`config.mk`:
```
export PLATFORM = sky130hd
export DESIGN_NAME = mux16_scan_ctrl
export DESIGN_NICKNAME = d
export VERILOG_FILES = /design/src/rtl/mux16_scan_pkg.sv /design/src/rtl/scan_settle_timer.sv /design/src/rtl/mux16_scan_ctrl.sv
export SDC_FILE = /design/constraint.sdc
export NUM_CORES = 1
export LEC_CHECK = 0
export BUFFER_PORTS_ARGS = -buffer_cell sky130_fd_sc_hd__buf_4
export CAP_MARGIN = 10
export CORE_UTILIZATION = 40
export DETAILED_ROUTE_END_ITERATION = 16
export PLACE_DENSITY = 0.58
export SYNTH_ARGS = -nofsm -noshare
export SYNTH_HDL_FRONTEND = slang
export SYNTH_SLANG_ARGS = --single-unit
```
`constraint.sdc`:
```
create_clock -name clk -period 3.2 [get_ports clk]
set_clock_uncertainty 0.2 [all_clocks]
set_input_delay 0.32 -clock clk [delete_from_list [all_inputs] [get_ports clk]]
set_output_delay 0.32 -clock clk [all_outputs]
set_load 0.03 [all_outputs]
```
`src/rtl/mux16_scan_pkg.sv`:
```
// rtl/mux16_scan_pkg.sv - shared constants and state type for the 16-channel mux scan controller
// Purpose: channel count, select width and scan FSM state encoding.
package mux16_scan_pkg;

  localparam int NCH   = 16;
  localparam int SEL_W = 4;

  typedef enum logic [1:0] {
    IDLE,
    SETTLE,
    SAMPLE,
    DONE
  } scan_state_t;

endpackage

```
`src/rtl/scan_settle_timer.sv`:
```
// rtl/scan_settle_timer.sv - loadable down-counter that times the mux settle window
// Purpose: after load, done is low for SETTLE_CYC-1 cycles and then high, so a
//          state that reloads on entry and leaves on done stays exactly SETTLE_CYC cycles.
// Ports:
//   clk   in  1  clock, rising edge
//   rst_n in  1  asynchronous active-low reset
//   load  in  1  restart the settle window
//   done  out 1  settle window has elapsed
module scan_settle_timer #(
  parameter int SETTLE_CYC = 1
) (
  input  logic clk,
  input  logic rst_n,
  input  logic load,
  output logic done
);

  localparam int CNT_W = $clog2(SETTLE_CYC + 1);
  localparam logic [CNT_W-1:0] LOAD_VAL = CNT_W'(SETTLE_CYC - 1);

  logic [CNT_W-1:0] cnt;

  always_ff @(posedge clk or negedge rst_n) begin
    if (!rst_n) begin
      cnt <= '0;
    end else if (load) begin
      cnt <= LOAD_VAL;
    end else if (cnt != '0) begin
      cnt <= cnt - CNT_W'(1);
    end
  end

  assign done = (cnt == '0);

endmodule

```
`src/rtl/mux16_scan_ctrl.sv`:
```
// rtl/mux16_scan_ctrl.sv - sweeps a 16:1 mux select, samples its output and emits 16-bit frames
// Purpose: one-shot (start) or continuous (cont) sweeps over enabled channels with a
//          settle delay per channel; completed frames leave over a valid/ready handshake.
// Ports:
//   clk, rst_n          clock, asynchronous active-low reset
//   start, cont         one-shot start pulse / continuous sweep level
//   ch_mask[15:0]       channel enables, latched at sweep start
//   sel[3:0], mux_out   select to the external mux and its sampled output
//   frame[15:0]         completed frame, bit i = channel i
//   frame_valid/ready   output handshake
//   busy, overrun       sweep in progress / sticky dropped-frame flag
module mux16_scan_ctrl
  import mux16_scan_pkg::*;
#(
  parameter int SETTLE_CYC = 1
) (
  input  logic             clk,
  input  logic             rst_n,
  input  logic             start,
  input  logic             cont,
  input  logic [NCH-1:0]   ch_mask,
  output logic [SEL_W-1:0] sel,
  input  logic             mux_out,
  output logic [NCH-1:0]   frame,
  output logic             frame_valid,
  input  logic             frame_ready,
  output logic             busy,
  output logic             overrun
);

  localparam logic [SEL_W-1:0] LAST_CH = SEL_W'(NCH - 1);

  scan_state_t      state, state_nxt;
  logic [SEL_W-1:0] ch, ch_nxt;
  logic [NCH-1:0]   mask_q;
  logic [NCH-1:0]   shadow;

  logic tmr_load, tmr_done;
  logic mask_load;
  logic shd_we, shd_bit;
  logic frame_load;
  logic ovr_set, ovr_clr;

  scan_settle_timer #(.SETTLE_CYC(SETTLE_CYC)) u_timer (
    .clk   (clk),
    .rst_n (rst_n),
    .load  (tmr_load),
    .done  (tmr_done)
  );

  // Next-state and per-cycle control. The timer is reloaded on every SETTLE
  // entry, including the SETTLE->SETTLE hop past a masked channel.
  always_comb begin
    state_nxt  = state;
    ch_nxt     = ch;
    tmr_load   = 1'b0;
    mask_load  = 1'b0;
    shd_we     = 1'b0;
    shd_bit    = 1'b0;
    frame_load = 1'b0;
    ovr_set    = 1'b0;
    ovr_clr    = 1'b0;

    case (state)
      IDLE: begin
        if (start || cont) begin
          state_nxt = SETTLE;
          ch_nxt    = '0;
          mask_load = 1'b1;
          tmr_load  = 1'b1;
          ovr_clr   = start;
        end
      end

      SETTLE: begin
        if (!mask_q[ch]) begin
          shd_we  = 1'b1;
          shd_bit = 1'b0;
          if (ch == LAST_CH) begin
            state_nxt = DONE;
          end else begin
            ch_nxt   = ch + SEL_W'(1);
            tmr_load = 1'b1;
          end
        end else if (tmr_done) begin
          state_nxt = SAMPLE;
        end
      end

      SAMPLE: begin
        shd_we  = 1'b1;
        shd_bit = mux_out;
        if (ch == LAST_CH) begin
          state_nxt = DONE;
        end else begin
          state_nxt = SETTLE;
          ch_nxt    = ch + SEL_W'(1);
          tmr_load  = 1'b1;
        end
      end

      DONE: begin
        // Output slot is free if empty or being drained this very cycle.
        if (!frame_valid || frame_ready) begin
          frame_load = 1'b1;
        end else begin
          ovr_set = 1'b1;
        end
        ch_nxt = '0;
        if (cont) begin
          state_nxt = SETTLE;
          mask_load = 1'b1;
          tmr_load  = 1'b1;
        end else begin
          state_nxt = IDLE;
        end
      end

      default: begin
        state_nxt = IDLE;
        ch_nxt    = '0;
      end
    endcase
  end

  always_ff @(posedge clk or negedge rst_n) begin
    if (!rst_n) begin
      state       <= IDLE;
      ch          <= '0;
      mask_q      <= '0;
      shadow      <= '0;
      frame       <= '0;
      frame_valid <= 1'b0;
      overrun     <= 1'b0;
    end else begin
      state <= state_nxt;
      ch    <= ch_nxt;

      if (mask_load) begin
        mask_q <= ch_mask;
      end

      if (shd_we) begin
        shadow[ch] <= shd_bit;
      end

      if (frame_load) begin
        frame       <= shadow;
        frame_valid <= 1'b1;
      end else if (frame_valid && frame_ready) begin
        frame_valid <= 1'b0;
      end

      if (ovr_clr) begin
        overrun <= 1'b0;
      end else if (ovr_set) begin
        overrun <= 1'b1;
      end
    end
  end

  // sel is the registered channel counter, so it only moves on SETTLE entry
  // (or back to 0 on IDLE entry) and cannot glitch inside a channel window.
  assign sel  = ch;
  assign busy = (state != IDLE);

endmodule

```
==> results of run 1 <==
[routing by layer]
layer	part of all wire (%)	wire length [um]	track usage, %	up-vias
li1	-	-	-	851
met1	48	2360	22.1	848
met2	46	2230	25.7	54
met3	5.7	280	3.74	2
met4	0.31	15	3.62	0
met5	0	0	0	-
[worst paths after layout]
| path | from | cells after the start | endpoint | slack (ns) |
|---|---|---|---|---|
| hold / removal | ch_mask[2] | 2 | mask_q[2] | 0.03 |
| hold reg to reg | shadow[15] | 1 | shadow[15] | 0.31 |
| max in group asynchronous | rst_n | 2 | mask_q[3] | 1.94 |
| min in group asynchronous | rst_n | 2 | frame[13] | 0.39 |
| setup reg to reg | sel[1] | 5 | sel[1] | 0.76 |
| setup / recovery | sel[1] | 5 | sel[1] | 0.76 |
[cell families after synthesis]
| kind of cell | after synthesis | synth area share [%] |
|---|---|---|
| flip-flops | 56 | 54.0 |
| AO/OA/AOI/OAI | 51 | 12.9 |
| multiplexers | 40 | 19.5 |
| AND/OR/NAND/NOR | 33 | 6.46 |
| buffers and inverters | 17 | 2.80 |
| adder cells (fa/ha/maj) | 9 | 4.34 |
[critical path: cells and delay by family (launching register included)]
kind,cells,cell delay (ns)
multiplexers,3,1.10
flip-flops,1,0.61
AND/OR/NAND/NOR,1,0.29
AO/OA/AOI/OAI,1,0.16
[power breakdown]
group	internal [mW]	total, mW	leakage, nW	switching (mW)
Sequential	0.961	1.15	0.654	0.187
Combinational	0.634	1.41	0.635	0.778
Clock	0.156	0.392	0.0445	0.236
[registers in the layout, indices dropped and copies added (netlist names)]
signal	count
state	2
frame_valid	1
shadow	16
overrun	1
sel	4
frame	16
mask_q	16
[area by class of cell]
type	instances	area share, %
Inverter	9	1.09
Multi-Input combinational cell	133	36.1
Clock buffer	5	2.22
Tap cell	75	3.02
Clock inverter	3	0.685
Sequential cell	56	45.1
Timing Repair Buffer	48	11.8
[metrics by stage]
| stage | power [mW] | instances |
|---|---|---|
| floorplan | 2.19 | 206 |
| global placement | 2.56 | 319 |
| detailed placement | 2.59 | 319 |
| CTS | 2.99 | 329 |
| global route | 3.19 | 329 |
| finish | 2.95 | 329 |
[cells in the final DEF (no fill, tap or decap), types with 2 or more instances in the layout]
| cell type | count |
|---|---|
| a21oi_1 | 5 |
| a21oi_2 | 2 |
| buf_4 | 46 |
| clkbuf_8 | 5 |
| dfrtp_1 | 56 |
| dlygate4sd3_1 | 2 |
| ha_1 | 9 |
| inv_1 | 9 |
| mux2_2 | 32 |
| mux2i_1 | 2 |
| mux4_2 | 4 |
| nand2_1 | 14 |
| nand2b_1 | 2 |
| nand3_1 | 2 |
| nand4_1 | 3 |
| nor2_1 | 6 |
| nor3b_1 | 2 |
| o21ai_0 | 22 |
| o31ai_1 | 11 |
| o41ai_1 | 4 |
[synth_stat cells, types with 3 or more instances]
master | instances | area, sq um
mux4_2 | 4 | 90.1
nor2_1 | 6 | 22.5
o21ai_0 | 22 | 110
o41ai_1 | 4 | 35.0
mux2_2 | 32 | 360
ha_1 | 9 | 113
o31ai_1 | 11 | 82.6
clkbuf_1 | 6 | 22.5
a21oi_1 | 5 | 25.0
nand4_1 | 3 | 18.8
nand2_1 | 14 | 52.6
inv_1 | 9 | 33.8
dfrtp_1 | 56 | 1400
[repair_timing]
item | in CTS | in global routing
endpoints found under the hold margin | 57 | 0
hold buffers | 2 | 0
resized for setup | 0 | 0
==> flow_summary.yaml, run 1 <==
outcome:
  outcome: "complete, no violations"
logic_synthesis:
  syn_nets: 237
  synth-edff-count: 0
  async_flop_share_pct: 100
  synth_seq_cells: 56
  synth.cell_area_sq_mm: 0.00259
  synthDistinctLibCells: 33
  avgSynthCellArea_sq_um: 12.6
  ys_seq_area_share_pct: 54.0
  synth_ff_type: "dfrtp_1"
  yosysWarningCount: 0
  syn_inst: 206
flow_run:
  drv_cap: 0
final_layout:
  drive_gt1_share_pct: 37.8
  nNetsFinal: 284
  fin_util_pct: 50.9
  fillers: 558
  seq_area_sq_mm: 0.00140
  insertedDiodeCount: 0
  multi_input_area_sq_mm: 0.00112
  area_delta_synth_final_pct: 19.7
  design_area_sq_mm: 0.00311
timing:
  max_slew_margin_pct: 52.9
  fmax_mhz: 410
  finalCritPeriodShare_pct: 76.3
  hold_viol_final: 0
  whs_ns: 0.0327
  setup_violations: 0
  rsz0062_at_grt: "false"
  finalCriticalPeriod_ns: 2.44
  worst_slack_ns: 0.760
  fin_setup_tns_ns: 0
  worst_pin_slew_ns: 0.707
  slew_violations: 0
placement:
  gp_congestion: 0.730
  preCtsSetupSlack_ns: 0.769
  io_buffers: 44
  dpl_cell_area_sq_mm: 0.00300
  dp_hpwl_mm: 3.42
floorplan:
  die_x_um: 82.5
  dieArea_sq_mm: 0.00681
  ios: 45
  fp.dieH_um: 82.5
  rows: 28
  core_sq_mm: 0.00610
  start_util_pct: 42.6
power_and_ir_drop:
  p_per_area_mw_per_mm2: 950
  peakVddDrop_uv: 413
  p_leak_nw: 1.33
global_route:
  overflow: 0
  grt_max_degree: 57
  antenna_found_initial: 0
  track_usage_pct: 16.0
  grt_pass1_wl_mm: 8.20
  grt_pass1_vias: 1680
routing:
  via_per_inst: 5.33
  first_pass_iters: 4
  post_drt_wl_per_cell_um: 14.9
  drt_iter0_drc: 96
  ant_nets: 0
  drc: 0
  routed_wirelength_mm: 4.89
  num_vias: 1755
clocking:
  postCtsSetupBuffers: 0
  clk_latency_ns: 0.31
  clkSinkCount: 56
  cts_htree_levels: 2
  clockRootBuffer: "clkbuf_8"
  cts_tree: "done"
  numCtsBuffers: 5
  cts.clk_slew.worst_paths_ns: 0.10
  max-clock-path-buffers: 2
critical_path:
  cpPeakStageDelay_ns: 0.61
  worstPathCellList: "mux4_2 -> mux2i_2 -> o22ai_2 -> nor3_4 -> mux2i_1"
  crit_required_ns: 3.24
  critical_path_class: "flop to flop"
  cpMaxStageDelayCell: "dfrtp_1"
  arrival_ns: 2.48
  cp-start-kind: "flop"
  worstSetupEndpointType: "flop"
  worstPathMaxFanout: 10
worst_hold_path:
  min_path_type: "input port to flop"
(Power assumes the default switching activity.)
==> run 2: changes to the inputs <==
- clock period: 3.2 -> 2.3 ns (I/O delays scaled with it)
==> run 2 against run 1 <==
Compared with the run above:
- critical path depth stayed put
- first-iteration DRC count rose by 11%
- die area did not move
- non-clock buffer count grew 23
- final cell count increased by 7.0%
- register-to-register slack worse by 0.62 ns
==> flow_summary.yaml, run 2 (same netlist as run 1, synthesis figures left out) <==
final_layout:
  final_common_cell: "dfrtp_1"
  final_cells: 352
  area_delta_synth_final_pct: 29.4
  reg_top3: "frame (16), mask_q (16), shadow (16)"
  insertedDiodeCount: 0
  drive_gt1_share_pct: 37.5
  final_cell_mix: "55 x dfrtp_1, 52 x buf_4, 32 x mux2_2, 22 x o21ai_0, 19 x dlygate4sd3_1"
  nNetsFinal: 307
critical_path:
  crit_required_ns: 2.32
  cp-start-kind: "flop"
  arrival_ns: 2.18
  worstPathMaxFanout: 6
  critical_path_class: "flop to flop"
  worstSetupEndpointType: "flop"
timing:
  finalCriticalPeriod_ns: 2.16
  finalCritPeriodShare_pct: 93.9
  fmax_mhz: 463
  worst_pin_slew_ns: 0.728
  fin_setup_tns_ns: 0
  slew_violations: 0
  setup_violations: 0
  rsz0062_at_grt: "false"
  hold_viol_final: 0
  max_slew_margin_pct: 51.5
clocking:
  cts_htree_levels: 2
  cts_tree: "done"
  postCtsSetupBuffers: 0
  max-clock-path-buffers: 2
  cts.clk_slew.worst_paths_ns: 0.10
  numCtsBuffers: 5
  clk_latency_ns: 0.32
  clkSinkCount: 56
  clockRootBuffer: "clkbuf_8"
placement:
  dp_hpwl_mm: 3.60
  io_buffers: 44
  placedCellCount: 325
  gp_congestion: 0.787
global_route:
  grt_max_degree: 57
  grt_pass1_wl_mm: 8.89
  antenna_found_initial: 0
  grt_pass1_vias: 1819
  track_usage_pct: 17.6
  overflow: 0
power_and_ir_drop:
  peakVddDrop_uv: 562
  swShare_pct: 39.8
  p_int_mw: 2.61
  power_frac_comb_pct: 48.7
  p_leak_nw: 1.45
  p_clk_share_pct: 15.0
  seqPwrFrac_pct: 36.3
  switchingPower_mw: 1.72
  p_per_area_mw_per_mm2: 1290
outcome:
  outcome: "complete, no violations"
floorplan:
  rows: 28
  core_sq_mm: 0.00610
  start_util_pct: 42.6
  ios: 45
  dieArea_sq_mm: 0.00681
  die_x_um: 82.5
  fp.dieH_um: 82.5
routing:
  post_drt_wl_per_cell_um: 15.1
  drt_iter0_drc: 107
  via_per_inst: 5.22
  first_pass_iters: 4
  drc: 0
  ant_nets: 0
  routed_wirelength_mm: 5.30
  num_vias: 1836
worst_hold_path:
  min_path_type: "input port to flop"
flow_run:
  drv_cap: 0
==> run 2: cell types whose count changed in the layout (fill, tap and decap cells not counted) <==
cell | before | now
dlygate4sd3_1 | 2 | 19
dfrtp_1 | 56 | 55
inv_6 | 1 | 0
mux2i_2 | 1 | 0
dfrtp_2 | 0 | 1
mux2i_4 | 1 | 2
bufinv_16 | 0 | 1
a221oi_1 | 1 | 0
a221oi_2 | 0 | 1
buf_4 | 46 | 52
==> run 2: what timing repair did <==
action,4_1_cts,5_1_grt
hold buffers,19,0
resized for setup,0,2
setup endpoints to repair,0,6
hold endpoints to repair,74,0
==> run 2: path summary, 6_finish.rpt <==
check	start	endpoint	slack [ns]	depth (start not counted)
max in group asynchronous	rst_n	sel[1]	1.06	2
hold / removal	mux_out	shadow[15]	0.03	2
setup reg to reg	sel[1]	sel[1]	0.14	5
setup / recovery	sel[1]	sel[1]	0.14	5
hold reg to reg	shadow[15]	shadow[15]	0.30	1
min in group asynchronous	rst_n	frame[13]	0.30	2
==> run 2: layout make-up <==
| type | instances | area, sq um |
|---|---|---|
| clock buffer | 5 | 68.8 |
| clock inverter | 3 | 42.5 |
| fill | 540 | 2740 |
| inverter | 9 | 33.8 |
| multi-input combinational | 133 | 1140 |
| sequential | 56 | 1400 |
| tap | 75 | 93.8 |
| timing repair buffer | 71 | 581 |
==> run 2: per-layer routing <==
metal | vias up | routed length (um) | GRT usage, %
li1 | 897 | - | -
met1 | 886 | 2610 | 23.4
met2 | 46 | 2430 | 28.8
met3 | 7 | 201 | 3.85
met4 | 0 | 59 | 5.17
met5 | - | 0 | 0
==> run 2: power by group through the flow <==
| stage | registers [mW] | logic (mW) | clock network [mW] |
|---|---|---|---|
| 3_5_place_dp | 1.60 | 2.05 | 0 |
| 2_1_floorplan | 1.73 | 1.31 | 0 |
| 6_report | 1.57 | 2.11 | 0.650 |
| 3_3_place_gp | 1.59 | 2.02 | 0 |
| 5_1_grt | 1.63 | 2.33 | 0.706 |
| 4_1_cts | 1.58 | 2.08 | 0.670 |
==> run 2: metrics by stage <==
stage | power, mW | utilization, % | setup WS (ns) | hold slack, ns | area (sq um)
floorplan | 3.05 | - | 0.0387 | -0.266 | 2600
global placement | 3.61 | 49.9 | 0.104 | 0.130 | 3040
detailed placement | 3.65 | 49.9 | 0.107 | 0.138 | 3040
CTS | 4.33 | 54.8 | 0.0663 | 0.0177 | 3340
global route | 4.66 | 55.1 | 0.00709 | 0.0144 | 3360
finish | 4.33 | 55.1 | 0.141 | 0.0300 | 3360
==> run 2: critical path, stage by stage, from the launching register on <==
cell	delay, ns
dfrtp_2	0.46
mux4_2	0.54
mux2i_4	0.25
o22ai_2	0.17
nor3_4	0.25
mux2i_1	0.21
==> run 3: changes to the inputs <==
- ABC_AREA: default -> 1
==> run 3 against run 2 <==
Compared with the run above:
- via count grew 18%
- synthesized cell count grew 58%
- wire length grew 1.3%
- sequential share of layout area shrank 0.84 points
- fmax grew 5.3%
- sequential power shrank 4%
- clock power shrank 22%
- combinational power is essentially flat
- sequential cell count is the same
- final cell count grew 32%
- utilization shrank 4.4 points
- critical path depth grew 7
==> flow_summary.yaml, run 3 <==
outcome:
  outcome: "complete, no violations"
final_layout:
  nNetsFinal: 417
  area_delta_synth_final_pct: 22.8
  multi_input_area_sq_mm: 0.00116
  insertedDiodeCount: 0
  final_cells: 466
  final_common_cell: "nand2_1"
  seq_area_sq_mm: 0.00140
  reg_top3: "frame (16), mask_q (16), shadow (16)"
  fin_util_pct: 50.7
  final_cell_mix: "77 x nand2_1, 55 x dfrtp_1, 48 x buf_4, 38 x nor2_1, 35 x inv_1"
  drive_gt1_share_pct: 20.5
  fillers: 670
power_and_ir_drop:
  p_int_mw: 2.25
  p_leak_nw: 1.65
  swShare_pct: 45.1
  switchingPower_mw: 1.85
  p_per_area_mw_per_mm2: 1200
  seqPwrFrac_pct: 36.8
  power_frac_comb_pct: 50.9
  peakVddDrop_uv: 527
  p_clk_share_pct: 12.3
routing:
  drc: 0
  drt_iter0_drc: 79
  first_pass_iters: 4
  num_vias: 2169
  via_per_inst: 4.65
  ant_nets: 0
  routed_wirelength_mm: 5.37
  post_drt_wl_per_cell_um: 11.5
placement:
  gp_congestion: 0.793
  io_buffers: 44
  placedCellCount: 440
  dp_hpwl_mm: 3.73
  preCtsSetupSlack_ns: 0.171
logic_synthesis:
  synth_ff_type: "dfrtp_1"
  yosys.area.top_type: "dfrtp_1"
  synth_common_cells: "77 x nand2_1, 56 x dfrtp_1, 38 x nor2_1"
  yosysMostFrequentCell: "nand2_1"
  syn_inst: 326
  yosysWarningCount: 0
  synth-edff-count: 0
  synthDistinctLibCells: 21
  synth_top_area_share_pct: 50.2
  avgSynthCellArea_sq_um: 8.56
  async_flop_share_pct: 100
  syn_nets: 357
  synth.cell_area_sq_mm: 0.00279
  synth_seq_cells: 56
  synth_area_leaders: "dfrtp_1 50%, nand2_1 10%, mux2_2 6.5%"
  ys_seq_area_share_pct: 50.2
timing:
  whs_ns: 0.0126
  max_slew_margin_pct: 54.3
  setup_violations: 0
  finalCriticalPeriod_ns: 2.05
  fmax_mhz: 488
  fin_setup_tns_ns: 0
  worst_slack_ns: 0.250
  hold_viol_final: 0
  slew_violations: 0
  rsz0062_at_grt: "false"
  worst_pin_slew_ns: 0.685
  finalCritPeriodShare_pct: 89.1
floorplan:
  dieArea_sq_mm: 0.00731
  core_sq_mm: 0.00676
  start_util_pct: 41.3
  rows: 30
  die_x_um: 85.5
  ios: 45
  fp.dieH_um: 85.5
global_route:
  top_usage_layer: "met2"
  grt_use_met1_pct: 21.1
  antenna_found_initial: 0
  grt_max_degree: 57
  overflow: 0
  grt_pass1_wl_mm: 9.63
  met3_usage_pct: 3.66
  globalRouteMet2Util_pct: 27.9
  grt_pass1_vias: 2168
  track_usage_pct: 16.3
clocking:
  cts_htree_levels: 2
  cts.clk_slew.worst_paths_ns: 0.10
  clkSinkCount: 56
  postCtsSetupBuffers: 0
  max-clock-path-buffers: 2
  clk_latency_ns: 0.30
  clockRootBuffer: "clkbuf_8"
  numCtsBuffers: 5
  cts_tree: "done"
critical_path:
  critical_path_class: "flop to flop"
  cp-start-kind: "flop"
  reg2reg_depth: 12
  crit_required_ns: 2.30
  worstPathMaxFanout: 31
  arrival_ns: 2.05
  reg2reg_slack_ns: 0.25
  worstSetupEndpointType: "flop"
flow_run:
  drv_cap: 0
worst_hold_path:
  holdPathStages: 3
  min_path_type: "input port to flop"
run 3: worst paths after layout:
| check | startpoint | end |
|---|---|---|
| setup reg to reg | sel[0] | shadow[8] |
| max in group asynchronous | rst_n | sel[0] |
| setup / recovery | sel[0] | shadow[8] |
| min in group asynchronous | rst_n | frame[6] |
| hold / removal | mux_out | shadow[15] |
| hold reg to reg | shadow[6] | shadow[6] |
run 3: worst max-delay path: stages, from the launching register on:
cell	delay (ns)
dfrtp_2	0.51
inv_2	0.19
nand2_1	0.08
nand3_1	0.08
nand2_1	0.08
nand2_2	0.06
nand2_2	0.06
nor2_2	0.13
nand2_2	0.09
nand2_4	0.22
nand3_1	0.12
nand2_1	0.07
nand2_1	0.04
run 3: power by group through the flow:
stage / clock network, mW / registers, mW / logic (mW)
after detailed placement: 0 / 1.53 / 2.08
after global placement: 0 / 1.52 / 2.04
after CTS: 0.523 / 1.51 / 2.11
after global routing: 0.574 / 1.56 / 2.35
after floorplan: 0 / 1.69 / 1.47
final: 0.505 / 1.51 / 2.09
run 3: repair_timing:
action,CTS,global route
endpoints found under the setup margin,0,18
endpoints found under the hold margin,74,0
gates resized for setup,0,1
hold buffers,19,0
run 3: cell families after synthesis:
logic type                 after synthesis  share of synthesized area (%)
and+or+nand+nor                        166                           25.9
DFF                                     56                           50.2
buffers and inverters                   51                           8.30
AOI/OAI and AO/OA                       28                           5.11
muxes                                   16                           6.46
adders and majority gates                9                           4.04
run 3: final cells by class:
class                      count  share of cell area [%]
inverter                      37                    4.05
clock inverter                 1                   0.146
sequential                    56                    40.9
clock buffer                   6                    2.12
tap                           80                    2.92
multi-input combinational    219                    33.8
timing repair buffer          67                    16.1
run 3: metrics by stage:
stage / power, mW / instance area (sq um)
final: 4.10 / 3430
after global routing: 4.48 / 3430
after CTS: 4.14 / 3430
after detailed placement: 3.61 / 3160
after global placement: 3.57 / 3160
after floorplan: 3.16 / 2790
run 3: routing by layer:
metal	share of wire, %	vias up
met5	0	-
met4	0.80	0
met3	3.0	4
met2	48	34
met1	48	968
li1	-	1163
